===== src/rtl/mem_arbiter.sv =====
// mem_arbiter: shares one mem_ctrl port between N_REQ cache requesters.
// Grants one whole-block transaction at a time, routes ack to the granted
// requester only, and inserts a cs-low RELEASE cycle between transactions.
// Build option: define MEM_ARB_FIXED_PRIO_EN for fixed priority (lowest
// index wins, no round-robin pointer); default build is round-robin.

package mem_arbiter_pkg;
    localparam int unsigned ADDR_W     = 32;
    localparam int unsigned BLOCK_SIZE = 16;
    localparam int unsigned BLOCK_W    = BLOCK_SIZE * 8;

    typedef struct packed {
        logic               cs;
        logic               rw;
        logic [ADDR_W-1:0]  addr;
        logic [BLOCK_W-1:0] data;
    } memory_request_t;

    typedef struct packed {
        logic               ack;
        logic [BLOCK_W-1:0] data;
    } memory_response_t;
endpackage

module mem_arbiter
    import mem_arbiter_pkg::*;
#(
    parameter int unsigned N_REQ = 2,
    parameter int unsigned ID_W  = (N_REQ > 1) ? $clog2(N_REQ) : 1
) (
    input  logic             clk,
    input  logic             rst,
    input  memory_request_t  req [N_REQ],
    output memory_response_t res [N_REQ],
    output memory_request_t  mem_req,
    input  memory_response_t mem_res,
    output logic [ID_W-1:0]  grant_id,
    output logic             busy
);

    typedef enum logic [1:0] {
        IDLE    = 2'd0,
        GRANT   = 2'd1,
        RELEASE = 2'd2
    } state_t;

    state_t            state_q, state_d;
    logic [ID_W-1:0]   grant_q, grant_d;
    logic              any_req;
    logic [ID_W-1:0]   winner;
    logic [ID_W-1:0]   cand;
    int unsigned       scan_base;

`ifndef MEM_ARB_FIXED_PRIO_EN
    logic [ID_W-1:0]   rr_ptr_q, rr_ptr_d;
    logic [ID_W-1:0]   next_ptr;
`endif

    // Winner scan: first asserted cs at or after the scan base, modulo N_REQ
    always_comb begin
`ifdef MEM_ARB_FIXED_PRIO_EN
        scan_base = 0;
`else
        scan_base = 32'(rr_ptr_q);
`endif
        any_req = 1'b0;
        winner  = '0;
        cand    = '0;
        for (int unsigned k = 0; k < N_REQ; k++) begin
            cand = ID_W'((scan_base + k) % N_REQ);
            if (!any_req && req[cand].cs) begin
                any_req = 1'b1;
                winner  = cand;
            end
        end
    end

`ifndef MEM_ARB_FIXED_PRIO_EN
    // Round-robin successor of the current grant, wrapping at N_REQ-1
    always_comb begin
        next_ptr = grant_q + 1'b1;
        if (grant_q == ID_W'(N_REQ - 1)) begin
            next_ptr = '0;
        end
    end
`endif

    // Next-state logic: IDLE -> GRANT on any request, GRANT -> RELEASE on ack
    always_comb begin
        state_d = state_q;
        grant_d = grant_q;
`ifndef MEM_ARB_FIXED_PRIO_EN
        rr_ptr_d = rr_ptr_q;
`endif
        case (state_q)
            IDLE: begin
                if (any_req) begin
                    grant_d = winner;
                    state_d = GRANT;
                end
            end
            GRANT: begin
                // An aborted request (cs dropped) still waits here for the ack
                if (mem_res.ack) begin
                    state_d = RELEASE;
`ifndef MEM_ARB_FIXED_PRIO_EN
                    rr_ptr_d = next_ptr;
`endif
                end
            end
            RELEASE: begin
                state_d = IDLE;
            end
            default: begin
                state_d = IDLE;
            end
        endcase
    end

    // State, grant and pointer registers with asynchronous reset
    always_ff @(posedge clk or posedge rst) begin
        if (rst) begin
            state_q  <= IDLE;
            grant_q  <= '0;
`ifndef MEM_ARB_FIXED_PRIO_EN
            rr_ptr_q <= '0;
`endif
        end else begin
            state_q  <= state_d;
            grant_q  <= grant_d;
`ifndef MEM_ARB_FIXED_PRIO_EN
            rr_ptr_q <= rr_ptr_d;
`endif
        end
    end

    // Output routing: pass the granted request through, gate acks to the grantee
    always_comb begin
        mem_req = '0;
        for (int unsigned i = 0; i < N_REQ; i++) begin
            res[i].ack  = (state_q == GRANT) && (grant_q == ID_W'(i)) && mem_res.ack;
            res[i].data = mem_res.data;
        end
        if (state_q == GRANT) begin
            mem_req = req[grant_q];
        end
    end

    assign grant_id = grant_q;
    assign busy     = (state_q != IDLE);

endmodule


===== config.mk =====
export PLATFORM = sky130hd
export DESIGN_NAME = mem_arbiter
export DESIGN_NICKNAME = d
export VERILOG_FILES = /design/src/rtl/mem_arbiter.sv
export SDC_FILE = /design/constraint.sdc
export NUM_CORES = 1
export LEC_CHECK = 0
export CORE_AREA = 3 3 341 343
export CTS_BUF_LIST = sky130_fd_sc_hd__clkbuf_8
export DETAILED_ROUTE_END_ITERATION = 10
export DIE_AREA = 0 0 344 346
export GPL_ROUTABILITY_DRIVEN = 0
export PLACE_DENSITY = 0.3
export RECOVER_POWER = 50
export SLEW_MARGIN = 15
export SYNTH_ARGS = -nofsm -noshare
export SYNTH_HDL_FRONTEND = slang
export SYNTH_SLANG_ARGS = --single-unit

===== constraint.sdc =====
create_clock -name clk -period 1.3 [get_ports clk]
set_input_delay 0.26 -clock clk [delete_from_list [all_inputs] [get_ports clk]]
set_output_delay 0.26 -clock clk [all_outputs]
set_load 0.005 [all_outputs]

# == Yosys cells after proc, flatten, opt, wreduce, memory -nomap -nowiden ==
# Index checks and enable logic that the tools add are counted.
# word_totals
ramBits,0
elab_cells,44
regBits,4
rom_bits,0
latchBits,0
mem_count,0
# classes
mul,0
n_eq_ne,3
n_bitwise,4
mux,18
n_reduce_logical,11
shift,0
magnitude_cmp,3
div,0
n_addsub,2
# op_table
operator,count
162-bit two-way mux,10
"2-bit greater-or-equal comparator, second input constant",3
1-bit inverter with 2-bit output,3
2-bit AND reduction,3
1-bit logical AND,5
1-bit two-way mux,5
2-bit two-way mux,2
"2-bit inequality test, second input constant",2
2-bit one-hot mux with 2 select lines,1
"1-bit adder, second input constant",2
"2-bit by 1-bit equality test with 1-bit output, second input constant",1
2-bit logical NOT,1
2-bit nonzero test,1
1-bit logical NOT,1
1-bit inverter,1

# == Longest topological paths before layout ==
# depth
word_depth,10
ltp_mapped,5
ltp_nobuf,2

# == Worst setup path before layout ==
# OpenSTA, ideal clock, no wires.
# synth_timing
path_kind,register to output
startpoint,register state_q[1]
endpoint,output port mem_req[55] in the netlist's numbering
path_stages_with_launch,6
setup_slack_ns,-0.022
arrival_time_ns,1.062
path_cell_list,dfrtp_1 > nand2b_1 > buf_2 > buf_6 > buf_6 > nor2_2
# synth_rtl
item,line,text
from (decl),47,"state_t state_q, state_d;"
from (signal assigned),129,state_q <= state_d;
to (decl),35,"output memory_request_t mem_req,"

==> metrics.txt <==
row count 124; Peak VDD IR 616 µV; FF+latch area 104 µm²; Slew Limit Fails 0; Required @ worst endpoint 1.04 ns; commonest non-fill, non-tap cells in the layout 334 x clkdlybuf4s50_1, 150 x nor2_1, 137 x mux2i_1; Yosys reg bits 4; PD cells 1220 nW/µm²; TritonCTS Buffers 3; Clock Sinks 4; synthesized cell area 4620 µm²; vias per inst 2.23; CTS tree done; wire per inst 19.8 µm; fmax 472 MHz; first-pass GRT wire length 56600 µm; sequential area share after synthesis 2.16%; cts hold-fix bufs 0; total track usage 7.22%; global route total overflow 0; initial antenna violation count 12; area of the multi-input gates 2540 µm²; initial DRC count 158; Critical Path End Type output pin; clock root cell clkbuf_8; max_cap viols 0; NetSw 5.18 mW; WHS 0.274 ns; drt drc 0; Max-slew headroom 67.4%; largest net degree at the start of global routing 75; Hold Path Class in2async; final wirelength 48100 µm; Fin. Hold Viols 0; fin cells 2430; synth-to-layout area growth 120%; share of layout cells above drive strength 1 22.6%; IO buf count 492; Worst EP arrival 1.86 ns; outcome complete, but fails checks; core area 114000 µm²; H-tree levels 1; worst setup margin -0.817 ns; critical path launch point grant_id; Worst setup SP type flip-flop; worst-margin pin slew 0.488 ns; Sw Share 41.7%; placed cells 2392; RSZ-0062 raised after global routing yes; Post-DRT Antenna Nets 0; Pwr Total 12.4 mW; Comb pwr share 95.7%; vias in the first global route 5738; Filler Cell Count 13400; Final Util 8.95%; clock skew 0.0114 ns; RR Startpoint grant_id; drt pass-1 iters 4; CP max FO 16; height of the die 346 µm; Synth Net Count 1089; synth warn 0; worst skew pair latency 0.23 ns; Mapped Cells 634; num ports 877; nets@finish 1373; Clk network pwr share 2.3%; most common cell after layout, fill and taps aside clkdlybuf4s50_1; crit path time final 2.12 ns; Internal Dissipation 7.25 mW; sequential share of power 2.0%; Clock Path Buffers 2; Mean Syn Cell Area 7.29 µm²; die area 119000 µm²; crit path kind reg2out; failing checks negative setup slack; Die W 344 µm; endpoints failing setup 168; DR vias 5415; crit share post-route 163%; clock-pin slew on the worst setup and hold paths 0.04 ns; Synth cell types 16; starting density of the core 4.06%; DP HPWL 43300 µm; P_leak 4.60 nW
-- worst max-delay path, cell delays in order, from the launching register on --
cell and delay [ns]:
dfrtp_4 0.51, buf_16 0.18, buf_4 0.19, mux2i_1 0.12, nor2_1 0.08, clkdlybuf4s50_1 0.51
-- logic make-up (layout without fill, tap and decap cells) --
kind of cell	count (synthesis)	in the layout	share of synthesized area, %
other cells	0	1	0
buf+inv	295	578	47.5
flops	4	4	2.16
mux	163	163	35.3
compound gates	3	3	0.487
simple gates	169	169	14.6
-- routing by layer --
layer / global-route usage (%) / wire [µm] / vias up
met5: 1.36 / 184 / -
met4: 0.209 / 218 / 4
met3: 6.94 / 10400 / 24
met2: 12.2 / 22100 / 672
met1: 6.47 / 15100 / 2358
li1: - / - / 2357
-- what timing repair did --
item | CTS | global route
setup endpoints to repair | 168 | 168
hold endpoints to repair | 0 | 0
pin swaps | 1 | 3
resized for setup | 184 | 255
buffers inserted | 7 | 24
cloned | 2 | 4
-- cell usage after synthesis --
| cell type | n | area share [%] |
|---|---|---|
| buf_2 | 17 | 1.8 |
| buf_4 | 266 | 43 |
| a22oi_1 | 1 | 0.16 |
| mux2_2 | 1 | 0.24 |
| nor2_2 | 10 | 1.4 |
| or3b_2 | 1 | 0.19 |
| or2_2 | 1 | 0.14 |
| mux2i_1 | 162 | 35 |
| buf_6 | 9 | 2.2 |
| nand2b_1 | 1 | 0.14 |
| nor3_1 | 1 | 0.11 |
| a211oi_1 | 2 | 0.32 |
| inv_1 | 3 | 0.24 |
| dfrtp_1 | 4 | 2.2 |
| nor2_1 | 154 | 12 |
| nand3b_1 | 1 | 0.16 |
-- flip-flops by register name (all words and copies together) (netlist names) --
register  cells
state_q       2
rr_ptr_q      1
grant_id      1
-- power groups by stage --
stage / registers (mW) / logic [mW] / clock network (mW)
global placement: 0.231 / 10.8 / 0
CTS: 0.249 / 10.9 / 0.290
detailed placement: 0.237 / 10.8 / 0
floorplan: 0.214 / 5.43 / 0
finish: 0.253 / 11.9 / 0.281
global route: 0.261 / 12.8 / 0.302
-- metrics by stage --
stage	setup slack (ns)	setup TNS (ns)	cell area, µm²
finish	-0.817	-91.22	10200
floorplan	-0.000546	-0.0273	4660
CTS	-0.948	-113.85	9850
global placement	-0.787	-97.09	9760
global route	-0.890	-103.78	10200
detailed placement	-0.789	-97.54	9760
-- final timing paths --
| check | end | slack [ns] | cells after the start |
|---|---|---|---|
| worst max-delay path | mem_req[23] | -0.82 | 5 |
| worst min-delay path | grant_id | 0.27 | 2 |
| worst max register to register | rr_ptr_q | -0.20 | 6 |
| worst min register to register | rr_ptr_q | 0.56 | 1 |
| max in group asynchronous | grant_id | 0.78 | 2 |
| min in group clk | res[108] | 0.52 | 0 |
-- area by class of cell --
type                            count  area share (%)
Antenna cell                        1          0.0245
Clock inverter                      1          0.0368
Sequential cell                     4            1.02
Multi-Input combinational cell    335            24.9
Timing Repair Buffer              571            55.0
Inverter                            3           0.110
Tap cell                         1512            18.6
Clock buffer                        3           0.405
(Power assumes the default switching activity.)
